**config.mk**
```make
export PLATFORM = sky130hd
export DESIGN_NAME = ccff_chain_loader
export DESIGN_NICKNAME = d
export VERILOG_FILES = /design/src/rtl/ccff_chain_loader.sv
export SDC_FILE = /design/constraint.sdc
export NUM_CORES = 1
export LEC_CHECK = 0
export BUFFER_PORTS_ARGS = -buffer_cell sky130_fd_sc_hd__buf_2
export CORE_MARGIN = 4
export CORE_UTILIZATION = 60
export CTS_BUF_LIST = sky130_fd_sc_hd__clkbuf_2
export DETAILED_ROUTE_END_ITERATION = 6
export PLACE_DENSITY = 0.82
export RECOVER_POWER = 100
export SYNTH_ARGS = -nofsm -noshare
export SYNTH_HDL_FRONTEND = slang
export SYNTH_SLANG_ARGS = --single-unit
```
**constraint.sdc**
```tcl
create_clock -name prog_clock -period 3 [get_ports prog_clock]
set_input_delay 0.6 -clock prog_clock [delete_from_list [all_inputs] [get_ports prog_clock]]
set_output_delay 0.6 -clock prog_clock [all_outputs]
set_load 0.02 [all_outputs]
```
**src/rtl/ccff_chain_loader.sv**
```systemverilog
// Far-end driver for a tile configuration chain: serializes bitstream words into
// ccff_head (LOAD) or measures chain length with a single-marker probe (PROBE).
module ccff_chain_loader #(
  parameter int CHAIN_LEN = 5,
  parameter int WORD_W    = 4,
  parameter int CNT_W     = 16
) (
  input  logic              prog_clock,
  input  logic              global_reset_n,
  input  logic              cmd_load,
  input  logic              cmd_probe,
  input  logic              s_valid,
  output logic              s_ready,
  input  logic [WORD_W-1:0] s_data,
  input  logic              s_last,
  output logic              config_enable,
  output logic              ccff_head,
  input  logic              ccff_tail,
  output logic              busy,
  output logic              done,
  output logic [1:0]        err_code,
  output logic [CNT_W-1:0]  probe_len,
  output logic              len_ok
);

  localparam int WB_W = $clog2(WORD_W + 1);
  localparam logic [CNT_W-1:0] LEN_C    = CNT_W'(CHAIN_LEN);
  localparam logic [CNT_W-1:0] SEEK_MAX = CNT_W'(2 * CHAIN_LEN);
  localparam logic [CNT_W-1:0] ONE_C    = CNT_W'(1);
  localparam logic [WB_W-1:0]  WB_FULL  = WB_W'(WORD_W);
  localparam logic [WB_W-1:0]  WB_ONE   = WB_W'(1);

  typedef enum logic [2:0] {
    S_IDLE, S_LD_WAIT, S_LD_SHIFT, S_FLUSH, S_MARK, S_SEEK, S_DONE
  } state_e;

  state_e            state_q, state_d;
  logic              config_enable_q, config_enable_d;
  logic              ccff_head_q, ccff_head_d;
  logic              last_q, last_d;
  logic              len_ok_q, len_ok_d;
  logic [1:0]        err_code_q, err_code_d;
  logic [CNT_W-1:0]  cnt_q, cnt_d;
  logic [CNT_W-1:0]  probe_len_q, probe_len_d;
  logic [WB_W-1:0]   wbits_q, wbits_d;
  logic [WORD_W-1:0] sh_q, sh_d, sh_shift;

  assign sh_shift = sh_q << 1;

  // cnt_q is bits-left during LOAD, flush-cycles-left in FLUSH, marker distance in SEEK.
  // config_enable/ccff_head are registered, so they are computed for the state being entered.
  always_comb begin
    state_d         = state_q;
    config_enable_d = 1'b0;
    ccff_head_d     = 1'b0;
    cnt_d           = cnt_q;
    wbits_d         = wbits_q;
    sh_d            = sh_q;
    last_d          = last_q;
    err_code_d      = err_code_q;
    probe_len_d     = probe_len_q;
    len_ok_d        = len_ok_q;
    case (state_q)
      S_IDLE: begin
        if (cmd_load) begin
          state_d    = S_LD_WAIT;
          err_code_d = 2'd0;
          cnt_d      = LEN_C;
        end else if (cmd_probe) begin
          state_d         = S_FLUSH;
          err_code_d      = 2'd0;
          cnt_d           = LEN_C;
          config_enable_d = 1'b1;
        end
      end
      S_LD_WAIT: begin
        if (s_valid) begin
          state_d         = S_LD_SHIFT;
          sh_d            = s_data;
          wbits_d         = WB_FULL;
          last_d          = s_last;
          config_enable_d = 1'b1;
          ccff_head_d     = s_data[WORD_W-1];
        end
      end
      S_LD_SHIFT: begin
        sh_d    = sh_shift;
        wbits_d = wbits_q - WB_ONE;
        cnt_d   = cnt_q - ONE_C;
        if (cnt_q == ONE_C) begin
          state_d = S_DONE;
          if (!last_q) err_code_d = 2'd2;
        end else if (wbits_q == WB_ONE) begin
          if (last_q) begin
            state_d    = S_DONE;
            err_code_d = 2'd1;
          end else begin
            state_d = S_LD_WAIT;
          end
        end else begin
          config_enable_d = 1'b1;
          ccff_head_d     = sh_shift[WORD_W-1];
        end
      end
      S_FLUSH: begin
        config_enable_d = 1'b1;
        if (cnt_q == ONE_C) begin
          state_d     = S_MARK;
          ccff_head_d = 1'b1;
        end else begin
          cnt_d = cnt_q - ONE_C;
        end
      end
      S_MARK: begin
        state_d         = S_SEEK;
        cnt_d           = ONE_C;
        config_enable_d = 1'b1;
      end
      S_SEEK: begin
        if (ccff_tail) begin
          state_d     = S_DONE;
          probe_len_d = cnt_q;
          len_ok_d    = (cnt_q == LEN_C);
        end else if (cnt_q == SEEK_MAX) begin
          state_d     = S_DONE;
          probe_len_d = '0;
          len_ok_d    = 1'b0;
          err_code_d  = 2'd3;
        end else begin
          cnt_d           = cnt_q + ONE_C;
          config_enable_d = 1'b1;
        end
      end
      S_DONE:  state_d = S_IDLE;
      default: state_d = S_IDLE;
    endcase
  end

  always_ff @(posedge prog_clock or negedge global_reset_n) begin
    if (!global_reset_n) begin
      state_q         <= S_IDLE;
      config_enable_q <= 1'b0;
      ccff_head_q     <= 1'b0;
      cnt_q           <= '0;
      wbits_q         <= '0;
      last_q          <= 1'b0;
      err_code_q      <= 2'd0;
      probe_len_q     <= '0;
      len_ok_q        <= 1'b0;
    end else begin
      state_q         <= state_d;
      config_enable_q <= config_enable_d;
      ccff_head_q     <= ccff_head_d;
      cnt_q           <= cnt_d;
      wbits_q         <= wbits_d;
      last_q          <= last_d;
      err_code_q      <= err_code_d;
      probe_len_q     <= probe_len_d;
      len_ok_q        <= len_ok_d;
    end
  end

  // Word shifter is pure datapath; its contents are only meaningful after a capture.
  always_ff @(posedge prog_clock) begin
    sh_q <= sh_d;
  end

  assign s_ready       = (state_q == S_LD_WAIT);
  assign busy          = (state_q != S_IDLE);
  assign done          = (state_q == S_DONE);
  assign config_enable = config_enable_q;
  assign ccff_head     = ccff_head_q;
  assign err_code      = err_code_q;
  assign probe_len     = probe_len_q;
  assign len_ok        = len_ok_q;

endmodule

```
Word-level counts from Yosys, hierarchy flattened. Index checks and enable logic that the tools add are counted.

Register bits: 47. Output and inout bits: 24. Word-level logic and storage cells: 93.

Equal/unequal tests: 21. Reductions and logical operators: 13. Multiplexer cells: 46. Add/subtract/negate cells: 3.

Operators with widths (count): $mux W16 (7); $pmux W16 S5 (1); $mux W3 (11); $pmux W3 S6 (1); $add A16 B1 Y16 const B (1); $eq A16 B1 Y1 const B (1); $eq A16 B3 Y1 const B (1); $eq A16 B4 Y1 const B (1); $mux W2 (8); $sub A16 B1 Y16 const B (1); $ne A3 B3 Y1 const B (5); $mux W1 (13); $ne A2 B2 Y1 const B (6); $pmux W3 S2 (2); $reduce_and A5 Y1 (2); $eq A3 B3 Y1 const B (3); $reduce_and A7 Y1 (1); $eq A3 B1 Y1 const B (2); $eq A3 B2 Y1 const B (2); $pmux W2 S3 (1); $reduce_and A2 Y1 (3); $reduce_bool A3 Y1 (2); $pmux W1 S5 (1); $reduce_bool A5 Y1 (1); 5 further kinds (6).

Logic depth before layout (Yosys ltp).
Word-level depth: 4. Depth in mapped cells: 9. Gate-level depth less buffers: 8.

Worst setup path before layout. No wires, ideal clock.

Path type: reg-to-reg. From: register cnt_q[1]. To: register cnt_q[3]. Data required time: 2.872 ns. Slack: 0.937 ns. Cell stages (with the launch flop): 10. Arrival time: 1.935 ns. Period minus slack after synthesis: 2.063 ns. Cells stage by stage: dfrtp_1 > inv_1 > ha_1 > or3b_2 > o22ai_1 > a31o_2 > buf_2 > a211oi_1 > a21oi_1 > o21ai_0.

Longest elaborated chain between the ends: 4. Elaborated cells between the ends (all ways): 11. Classes of those cells: add/sub: 2; eq/ne: 4; mux: 4; reduce/logical: 1.

RTL lines: from (decl) (line 43) `logic [CNT_W-1:0] cnt_q, cnt_d;`; from (signal assigned) (line 154) `cnt_q <= cnt_d;`; $add A16 B1 Y16 (line 130) `cnt_d = cnt_q + ONE_C;`; $mux W16 (line 124) `end else if (cnt_q == SEEK_MAX) begin`; $mux W16 (line 120) `if (ccff_tail) begin`; $pmux W16 S5 (line 63) `case (state_q)`.

Several ways; a longest one is shown, not always the timed one. The select of a mux whose other input is x is not followed. A chain may end at the register's enable or synchronous reset.

Worst setup path after layout.
From: register cnt_q[0]. To: register probe_len_q[4] (netlist: probe_len[4]).

Longest elaborated chain between the ends: 3.

RTL lines: $eq A16 B4 Y1 (line 124); $reduce_bool A2 Y1 (no source line); $reduce_and A2 Y1 (no source line); to (signal assigned) (line 158) `probe_len_q <= probe_len_d;`; to (decl) (line 44) `logic [CNT_W-1:0] probe_len_q, probe_len_d;`.

Every way passes these cells.

==> results.toml <==
[power_and_ir_drop]
clockPowerShare = 0.083
swShare = 0.495
p_int_mw = 1.53
seqPwrFrac = 0.396
p_leak_nw = 1.27
ir_drop_uv = 526
p_comb_frac = 0.521
power_density_nw_per_um2 = 1010
switchingPower_mw = 1.50

[yosys]
async_flop_share = 0.936
ys.flop_type = "dfrtp_1"
synth_edf_count = 3
ys_types = 51
yosys.area.top_type = "dfrtp_1"
synthCells = 322
synth.net_count = 339
syn_area_sq_um = 2820
synth_top_area_frac = 0.390
ys_ff_latch = 47
yosys_warnings = 0
synthTopCellsByArea = "dfrtp_1 39%, a21oi_1 5.5%, a22o_1 5.3%, nor2_1 4.4%, o21ai_0 4.1%"
syn_area_per_cell_sq_um = 8.77
ys_seq_area_frac = 0.422

[grt]
grt_max_degree = 45
grt_pass1_wl_microns = 11400
grt_pass1_vias = 2362
gr-total-overflow = 0
antenna_found_initial = 0
grtUsageTotal = 0.235

[sta]
grt_setup_unrepaired = "false"
max_freq_mhz = 406
fin_skew_ns = 0.0150
hold_ws_ns = 0.427
min_period_ns = 2.47
layout_worst_path_cycle_share = 0.822
finalHoldViolations = 0
drv_slew = 45
fin_setup_tns_ns = 0
slew_headroom = -0.527
tightestPinTransition_ns = 2.29
setup_viol = 0

[run]
cap_violations = 1

[finish]
nets = 362
final_cell_mix = "44 x dfrtp_1, 33 x nor2_1, 31 x a21oi_1, 29 x nand2_1, 26 x clkbuf_1"
syn2layout_area_growth_pct = 6.07
regArea_sq_um = 1190
fillers = 381
final_common_cell = "dfrtp_1"
diodes = 0
drive_above_1_share = 0.0954
multi_input_area_sq_um = 1490

[status]
failed_checks = "capacitance limit, slew limit"
status = "complete, but fails checks"

[setup_path]
worst-endpoint-required_ns = 3.36
cp-end-kind = "flop"
r2r_end = "probe_len[4]"
cp_slowest_stage_delay_ns = 0.96
crit_slowest_cell = "o21ai_1"
r2r_start = "cnt_q[0]"
r2r_cells = 6
r2r_setup_slack_ns = 0.53
worstSetupPathType = "flop to flop"
crit_path_start_kind = "flop"
path_cells = "inv_1 -> ha_1 -> nand3b_1 -> nor2_1 -> o21ai_1 -> a22o_1"
cp_max_fo = 17
cp.arrival_ns = 2.83

[placement]
port_buffers = 34
post-dp-hpwl_microns = 4560
globalplace.congestion = 0.889

[drt]
wl_microns = 6560
drc_errors = 0
post_drt_wl_per_cell_microns = 16.5
drt_iter0_markers = 255
via_count = 2545
antenna_left = 0
dr.pass1.iters = 4
vias_per_cell = 6.39

[clock_tree]
root_buffer = "clkbuf_2"
clk_pin_slew_ns = 0.23
cts.htree.levels = 2
cts_sinks = 47
cts_resized = 0
ctsHoldBuffers = 0
clk_latency_ns = 0.41
cts_tree = "yes"
clock_path_buffers = 2
cts_inserted_buffers = 5
cts_setup_buffers = 0

[hold_path]
worstHoldStart = "s_last"
hold_class = "input pin to flop"
whs_path_depth = 2
min_to = "last_q"

[floorplan]
ios = 35
die_area_sq_um = 5870
start_util = 0.635
die_w_microns = 76.6
row_count = 24
coreArea_sq_um = 4440
die_h_microns = 76.6
-- worst max path at each step --
stage	startpoint	end	slack (ns)	cells past startpoint
floorplan	cnt_q[1]	cnt_q[3]	0.94	9
global placement	cnt_q[1]	cnt_q[3]	0.75	8
detailed placement	cnt_q[1]	cnt_q[3]	0.68	8
CTS	cnt_q[1]	cnt_q[3]	0.65	8
global route	cnt_q[0]	len_ok	0.26	7
finish	cnt_q[0]	probe_len[4]	0.53	6
-- cells in the mapped netlist (3+ instances only) --
library cell and count:
a21o_1 3, nor2_1 33, nand4_1 5, o21ai_0 23, nand2b_1 3, o22ai_1 5, a211oi_1 5, and2_1 4
xor2_1 3, o31ai_1 6, a31oi_1 11, dfrtp_1 44, nor3_1 11, nand3_1 8, edfxtp_1 3, ha_1 6
buf_2 11, a21oi_1 31, a22o_1 17, inv_1 5, and3_1 4, nand2_1 29, nand3b_1 3, clkbuf_1 13
-- stage by stage --
| step | setup WS (ns) | util | total power [mW] | instance area [sq um] | cells |
|---|---|---|---|---|---|
| finish | 0.535 | 0.674 | 3.03 | 3000 | 398 |
| global route | 0.260 | 0.674 | 3.30 | 3000 | 398 |
| CTS | 0.649 | 0.683 | 3.06 | 3040 | 398 |
| detailed placement | 0.685 | 0.674 | 2.81 | 3000 | 390 |
| global placement | 0.751 | 0.674 | 2.77 | 3000 | 390 |
| floorplan | 0.937 | - | 2.41 | 2820 | 322 |
-- sequential cells by signal, summed over array words and instances, names as in the netlist --
register and count:
ccff_head 1, cnt_q 16, config_enable 1, err_code 2, last_q 1, len_ok 1, probe_len 16, sh_q 3
state_q 3, wbits_q 3
-- cells by family (layout without fill, tap and decap cells) --
| family | after synthesis | count (layout) | synth area share |
|---|---|---|---|
| adder cells (fa/ha/maj) | 6 | 6 | 0.0266 |
| AND/OR/NAND/NOR | 115 | 115 | 0.214 |
| flip-flops | 47 | 47 | 0.422 |
| XOR/XNOR | 5 | 5 | 0.0155 |
| multiplexers | 3 | 3 | 0.0120 |
| AO/OA/AOI/OAI | 115 | 115 | 0.261 |
| buffers and inverters | 31 | 55 | 0.0487 |
-- cell type report --
class                           instances  area share
Inverter                                6     0.00752
Tap cell                               52      0.0217
Sequential cell                        47       0.398
Multi-Input combinational cell        244       0.498
Clock inverter                          3     0.00501
Clock buffer                            5     0.00835
Timing Repair Buffer                   41      0.0618
-- power groups by stage --
stage / Combinational, mW / Sequential [mW] / Clock, mW
CTS: 1.61 / 1.19 / 0.258
finish: 1.58 / 1.20 / 0.251
floorplan: 1.29 / 1.12 / 0
global placement: 1.57 / 1.20 / 0
detailed placement: 1.60 / 1.20 / 0
global route: 1.77 / 1.24 / 0.290
-- layer usage --
metal  vias up  part of all wire  wire length, microns  global-route usage
met5         -                 0                     0                   0
li1       1228                 -                     -                   -
met1      1195              0.46                  2990               0.340
met3         9             0.081                   530              0.0366
met2       113              0.45                  2950               0.366
met4         0             0.012                    78              0.0634
-- critical path: cells and delay by family (launching register included) --
| kind | cells | cell delay [ns] |
|---|---|---|
| AO/OA/AOI/OAI | 2 | 1.25 |
| AND/OR/NAND/NOR | 2 | 0.21 |
| buffers and inverters | 1 | 0.16 |
| flip-flops | 1 | 0.55 |
| adder cells (fa/ha/maj) | 1 | 0.22 |
Note: power is estimated with default switching activity, not from simulation.
